`src/rtl/glm_sbox_layer_ctrl.sv`:
```
// Masked PRINCE S-box layer sequencer: feeds 16 two-share nibbles through
// one shared pipelined masked S-box core and reassembles the 64-bit result.
//
// Ports:
//   clk, rst_n             clock, async active-low reset
//   start                  begin a layer (honoured in IDLE or DONE)
//   state_s0/state_s1      64-bit input shares
//   busy, done             FEED/DRAIN indicator, one-cycle result pulse
//   result_s0/result_s1    64-bit output shares
//   rnd_req, rnd_valid     fresh-randomness request / availability
//   rnd, sbox_rnd          fresh word in, forwarded to core on advance
//   sbox_en                core pipeline enable (advance strobe)
//   sbox_in_s0/sbox_in_s1  nibble shares to core
//   sbox_out_s0/_s1        nibble shares from core
module glm_sbox_layer_ctrl #(
    parameter int LAT   = 2,
    parameter int RND_W = 4
) (
    input  logic             clk,
    input  logic             rst_n,
    input  logic             start,
    input  logic [63:0]      state_s0,
    input  logic [63:0]      state_s1,
    output logic             busy,
    output logic             done,
    output logic [63:0]      result_s0,
    output logic [63:0]      result_s1,
    output logic             rnd_req,
    input  logic             rnd_valid,
    input  logic [RND_W-1:0] rnd,
    output logic             sbox_en,
    output logic [3:0]       sbox_in_s0,
    output logic [3:0]       sbox_in_s1,
    output logic [RND_W-1:0] sbox_rnd,
    input  logic [3:0]       sbox_out_s0,
    input  logic [3:0]       sbox_out_s1
);

    typedef enum logic [1:0] {
        IDLE,
        FEED,
        DRAIN,
        DONE
    } state_t;

    localparam logic [4:0] LAST_FEED = 5'd15;
    localparam logic [4:0] LAST_ADV  = 5'(15 + LAT);
    localparam logic [4:0] CAP_FIRST = 5'(LAT);

    state_t      state;
    state_t      state_nx;
    logic [4:0]  cnt;
    logic [63:0] lat_s0;
    logic [63:0] lat_s1;
    logic [3:0]  in_s0;
    logic [3:0]  in_s1;
    logic [63:0] res_s0;
    logic [63:0] res_s1;
    logic        adv;
    logic        launch;
    logic [3:0]  nxt_idx;
    logic [3:0]  cap_idx;

    assign busy    = (state == FEED) || (state == DRAIN);
    assign done    = (state == DONE);
    assign adv     = busy & rnd_valid;
    assign launch  = start & ((state == IDLE) || (state == DONE));
    assign rnd_req = busy;
    assign sbox_en = adv;

    assign sbox_rnd   = adv ? rnd : '0;
    assign sbox_in_s0 = in_s0;
    assign sbox_in_s1 = in_s1;
    assign result_s0  = res_s0;
    assign result_s1  = res_s1;

    // Only meaningful under the guards below (cnt < 15, cnt >= LAT),
    // so 4-bit modular arithmetic gives the true nibble index.
    assign nxt_idx = cnt[3:0] + 4'd1;
    assign cap_idx = cnt[3:0] - 4'(LAT);

    always_ff @(posedge clk or negedge rst_n) begin
        if (!rst_n) begin
            state <= IDLE;
        end else begin
            state <= state_nx;
        end
    end

    always_comb begin
        state_nx = state;
        unique case (state)
            IDLE: begin
                if (start) state_nx = FEED;
            end
            FEED: begin
                if (adv && cnt == LAST_FEED) state_nx = DRAIN;
            end
            DRAIN: begin
                if (adv && cnt == LAST_ADV) state_nx = DONE;
            end
            DONE: begin
                state_nx = start ? FEED : IDLE;
            end
            default: state_nx = IDLE;
        endcase
    end

    always_ff @(posedge clk or negedge rst_n) begin
        if (!rst_n) begin
            cnt    <= '0;
            lat_s0 <= '0;
            lat_s1 <= '0;
            in_s0  <= '0;
            in_s1  <= '0;
            res_s0 <= '0;
            res_s1 <= '0;
        end else if (launch) begin
            cnt    <= '0;
            lat_s0 <= state_s0;
            lat_s1 <= state_s1;
            // Nibble 0 is presented straight from the input so it is
            // ready on the first FEED cycle.
            in_s0  <= state_s0[3:0];
            in_s1  <= state_s1[3:0];
        end else if (adv) begin
            cnt <= cnt + 5'd1;
            if (cnt < LAST_FEED) begin
                in_s0 <= lat_s0[{nxt_idx, 2'b00} +: 4];
                in_s1 <= lat_s1[{nxt_idx, 2'b00} +: 4];
            end else begin
                in_s0 <= '0;
                in_s1 <= '0;
            end
            if (cnt >= CAP_FIRST) begin
                res_s0[{cap_idx, 2'b00} +: 4] <= sbox_out_s0;
                res_s1[{cap_idx, 2'b00} +: 4] <= sbox_out_s1;
            end
        end
    end

endmodule

```
`config.mk`:
```
export PLATFORM = sky130hd
export DESIGN_NAME = glm_sbox_layer_ctrl
export DESIGN_NICKNAME = d
export VERILOG_FILES = /design/src/rtl/glm_sbox_layer_ctrl.sv
export SDC_FILE = /design/constraint.sdc
export NUM_CORES = 1
export LEC_CHECK = 0
export BUFFER_PORTS_ARGS = -buffer_cell sky130_fd_sc_hd__buf_2
export CORE_AREA = 2 2 154 156
export CTS_CLUSTER_DIAMETER = 100
export DETAILED_ROUTE_END_ITERATION = 12
export DIE_AREA = 0 0 156 158
export PLACE_DENSITY = 0.83
export SLEW_MARGIN = 10
export SYNTH_ARGS = -nofsm -noshare
export SYNTH_HDL_FRONTEND = slang
export SYNTH_SLANG_ARGS = --single-unit
export TNS_END_PERCENT = 5
```
`constraint.sdc`:
```
create_clock -name clk -period 3.25 [get_ports clk]
set_clock_uncertainty 0.1 [all_clocks]
set_input_delay 0.325 -clock clk [delete_from_list [all_inputs] [get_ports clk]]
set_output_delay 0.325 -clock clk [all_outputs]
set_load 0.005 [all_outputs]
```
==> metrics.txt <==
# TYPE chip_impl_metric gauge
chip_impl_info{name="run_status",value="finished clean"} 1
chip_impl_metric{name="cts_buffers",unit=""} 28
chip_impl_metric{name="ir_worst_vdd",unit="mV"} 0.616
chip_impl_metric{name="floorplan_die_width",unit="um"} 156
chip_impl_metric{name="setup_violations",unit=""} 0
chip_impl_metric{name="post_cts.repair.setup_buffers",unit=""} 0
chip_impl_metric{name="timing.max_cap.violations",unit=""} 0
chip_impl_metric{name="use_met2",unit="%"} 50.9
chip_impl_metric{name="grt_first_pass_wirelength",unit="um"} 54900
chip_impl_info{name="timing.critical_path.to_type",value="flip-flop"} 1
chip_impl_metric{name="antenna_found_initial",unit=""} 3
chip_impl_metric{name="htree_levels",unit=""} 1
chip_impl_info{name="synth_top_flop_cell",value="sky130_fd_sc_hd__dfrtp_1"} 1
chip_impl_metric{name="dr.pass1.iters",unit=""} 8
chip_impl_metric{name="fill_cells",unit=""} 1551
chip_impl_info{name="rsz0062_at_grt",value="no"} 1
chip_impl_metric{name="dpl.hpwl",unit="um"} 21700
chip_impl_metric{name="largest_net_degree_at_the_start_of_global_routing",unit=""} 135
chip_impl_metric{name="crit_fanout",unit=""} 8
chip_impl_metric{name="syn_area_per_cell",unit="um2"} 11.4
chip_impl_metric{name="clk_latency",unit="ns"} 0.54
chip_impl_metric{name="grt_overflow_total",unit=""} 0
chip_impl_info{name="final_cell_mix",value="410 x sky130_fd_sc_hd__nand2_1, 286 x sky130_fd_sc_hd__buf_2, 270 x sky130_fd_sc_hd__dfrtp_1"} 1
chip_impl_metric{name="post-route-min-period",unit="ns"} 2.95
chip_impl_metric{name="drt_iter0_drc",unit=""} 671
chip_impl_metric{name="wire_per_inst",unit="um"} 19.9
chip_impl_metric{name="ant_nets",unit=""} 0
chip_impl_metric{name="placeableCoreArea",unit="um2"} 23100
chip_impl_metric{name="grt_util_met1",unit="%"} 34.8
chip_impl_metric{name="areaGrowthSynthToFinish",unit="%"} 32.9
chip_impl_metric{name="leakage",unit="nW"} 8.71
chip_impl_metric{name="count_of_distinct_cell_types_in_the_synthesized_netlist",unit=""} 53
chip_impl_metric{name="die_area",unit="um2"} 24600
chip_impl_metric{name="finalWeightedCongestion",unit=""} 0.819
chip_impl_info{name="critical_path_class",value="reg2reg"} 1
chip_impl_metric{name="postSynthNetCount",unit=""} 1228
chip_impl_metric{name="max_slew_margin",unit="%"} 33.2
chip_impl_metric{name="cellPowerDensity",unit="nW/um2"} 896
chip_impl_metric{name="multi_input_comb_area",unit="um2"} 5170
chip_impl_info{name="hold_path.class",value="in2reg"} 1
chip_impl_metric{name="initial_utilization",unit="%"} 52.9
chip_impl_metric{name="critPathArrivalTime",unit="ns"} 3.25
chip_impl_metric{name="finalInstanceArea",unit="um2"} 16200
chip_impl_metric{name="number_of_synthesized_flops_with_an_enable_pin",unit=""} 0
chip_impl_metric{name="clock_sink_count",unit=""} 271
chip_impl_metric{name="regArea",unit="um2"} 6780
chip_impl_info{name="cp-start-kind",value="flip-flop"} 1
chip_impl_metric{name="post_synthesis_sequential_area_ratio",unit="%"} 55.6
chip_impl_metric{name="detailed_place.area",unit="um2"} 14000
chip_impl_metric{name="cts_repair_resize_count",unit=""} 0
chip_impl_metric{name="use_met3",unit="%"} 6.05
chip_impl_metric{name="remaining_drc_errors",unit=""} 0
chip_impl_metric{name="synthesis.instances",unit=""} 1070
chip_impl_info{name="cts.root.buffer_cell",value="sky130_fd_sc_hd__clkbuf_16"} 1
chip_impl_metric{name="clockBufferDepth",unit=""} 3
chip_impl_metric{name="cts.reportedPaths.clkPinSlew",unit="ns"} 0.06
chip_impl_metric{name="ys_async_sr_fraction",unit="%"} 100
chip_impl_metric{name="gr-usage-all-layers",unit="%"} 28.8
chip_impl_metric{name="number_of_nets_at_the_end_of_the_flow",unit=""} 1640
chip_impl_info{name="layout_commonest_cell",value="sky130_fd_sc_hd__nand2_1"} 1
chip_impl_metric{name="drive_gt1_share",unit="%"} 36.1
chip_impl_info{name="tritoncts_clock_tree",value="yes"} 1
chip_impl_metric{name="slew_violations",unit=""} 0
chip_impl_metric{name="setup_total_negative_slack",unit="ns"} 0
chip_impl_metric{name="grt_pass1_vias",unit=""} 10300
chip_impl_metric{name="synthesis.yosys.warnings",unit=""} 0
chip_impl_metric{name="finalCritPeriodShare",unit="%"} 90.7
chip_impl_metric{name="tightest_slew",unit="ns"} 0.998
chip_impl_metric{name="cp_data_required_time",unit="ns"} 3.56
chip_impl_metric{name="routed_wl",unit="um"} 35600
chip_impl_metric{name="timing.fmax",unit="MHz"} 339
chip_impl_metric{name="cts_hold_repair.buffers",unit=""} 129
chip_impl_metric{name="final_hold_viol_count",unit=""} 0
chip_impl_metric{name="synth-seq-cells",unit=""} 271
chip_impl_metric{name="die_h",unit="um"} 158
chip_impl_metric{name="post_drt_via_cell_ratio",unit=""} 5.49
chip_impl_metric{name="io_buffer_count",unit=""} 287
chip_impl_metric{name="vias",unit=""} 9845
chip_impl_metric{name="ios",unit=""} 288
chip_impl_metric{name="mappedNetlistArea",unit="um2"} 12200
chip_impl_info{name="top_usage_layer",value="met2"} 1
chip_impl_metric{name="placementRows",unit=""} 56
-- critical path, stage by stage (launching register included) --
cell	delay [ns]
sky130_fd_sc_hd__dfrtp_1	0.46
sky130_fd_sc_hd__inv_1	0.15
sky130_fd_sc_hd__ha_1	0.34
sky130_fd_sc_hd__nor3b_1	0.59
sky130_fd_sc_hd__o22a_1	0.70
sky130_fd_sc_hd__nor3_4	0.17
sky130_fd_sc_hd__mux2_2	0.32
-- layout make-up --
type,count,share of cell area (%)
repair buffers,436,18.2
clock inverters,6,0.533
diodes,3,0.0463
clock buffers,42,4.96
multi-input cells,734,31.9
flip-flops and latches,271,41.9
inverters,11,0.255
well taps,290,2.24
-- sequential cells by signal, summed over array words and instances (netlist names) --
signal,flops
cnt,5
lat_s0,64
lat_s1,64
result_s0,64
result_s1,64
sbox_in_s0,4
sbox_in_s1,4
state,2
-- per-stage QoR --
| stage | setup WS (ns) | hold slack, ns | cells | utilization, % | power, mW |
|---|---|---|---|---|---|
| floorplan | 0.311 | -0.0706 | 1070 | - | 9.12 |
| global placement | 0.502 | 0.163 | 1613 | 60.8 | 10.9 |
| detailed placement | 0.375 | 0.171 | 1613 | 60.8 | 11.1 |
| CTS | 0.303 | 0.0742 | 1790 | 70.3 | 14.4 |
| global route | 0.164 | 0.118 | 1793 | 70.3 | 15.4 |
| finish | 0.302 | 0.0892 | 1793 | 70.3 | 14.5 |
-- cell families (layout without fill, tap and decap cells) --
group	Yosys count	in the layout	synth area share, %
adders and majority gates	14	14	1.44
other	0	3	0
muxes	175	175	19.1
xor gates and xnor gates	7	7	1.03
and+or+nand+nor	506	506	18.5
AOI/OAI and AO/OA	32	32	2.15
buffers and inverters	65	495	2.15
DFF	271	271	55.6
-- routing by layer --
metal  vias to the layer above  part of all wire [%]  wire, um
met5                         -                     0         0
met4                         0                   3.6      1270
met3                        99                   7.7      2730
met2                       489                    51     18100
met1                      4851                    38     13500
li1                       4406                     -         -
-- where the power goes --
group | switching (mW) | internal (mW)
registers | 0.697 | 4.54
logic | 3.47 | 2.67
clock network | 1.29 | 1.86
total | 5.46 | 9.07
-- synthesized netlist by cell type, types with 2 or more instances --
library cell	count	share of area, %
sky130_fd_sc_hd__mux2i_1	4	0.33
sky130_fd_sc_hd__nand2b_1	2	0.10
sky130_fd_sc_hd__a21oi_1	2	0.082
sky130_fd_sc_hd__buf_2	7	0.29
sky130_fd_sc_hd__a222oi_1	6	0.49
sky130_fd_sc_hd__mux2_2	138	13
sky130_fd_sc_hd__xnor2_1	2	0.14
sky130_fd_sc_hd__and2_1	33	1.7
sky130_fd_sc_hd__buf_4	2	0.12
sky130_fd_sc_hd__and3_1	25	1.3
sky130_fd_sc_hd__mux4_2	32	5.9
sky130_fd_sc_hd__nand2_1	410	13
sky130_fd_sc_hd__nor3_4	7	0.93
sky130_fd_sc_hd__a22o_1	3	0.22
sky130_fd_sc_hd__nand3_1	4	0.16
sky130_fd_sc_hd__clkbuf_1	39	1.2
sky130_fd_sc_hd__nor2_1	9	0.28
sky130_fd_sc_hd__a211oi_1	2	0.12
sky130_fd_sc_hd__dfrtp_1	271	56
sky130_fd_sc_hd__nand4_2	3	0.31
sky130_fd_sc_hd__inv_1	10	0.31
sky130_fd_sc_hd__nor3b_1	2	0.12
sky130_fd_sc_hd__o31ai_1	2	0.12
sky130_fd_sc_hd__nand4_4	3	0.52
sky130_fd_sc_hd__buf_1	5	0.15
sky130_fd_sc_hd__xnor2_4	2	0.45
sky130_fd_sc_hd__ha_1	14	1.4
sky130_fd_sc_hd__o21ai_0	6	0.25
-- path summary, 6_finish.rpt --
kind | start | to | slack (ns) | cells past startpoint
max | cnt[1] | result_s1[37] | 0.30 | 6
min | sbox_out_s0[3] | result_s0[63] | 0.09 | 3
max reg2reg | cnt[1] | result_s1[37] | 0.30 | 6
min reg2reg | lat_s1[54] | lat_s1[54] | 0.37 | 2
max in group asynchronous | rst_n | lat_s1[57] | 1.88 | 3
min in group asynchronous | rst_n | result_s1[26] | 0.21 | 2
Power figures use the tool's default switching activity.
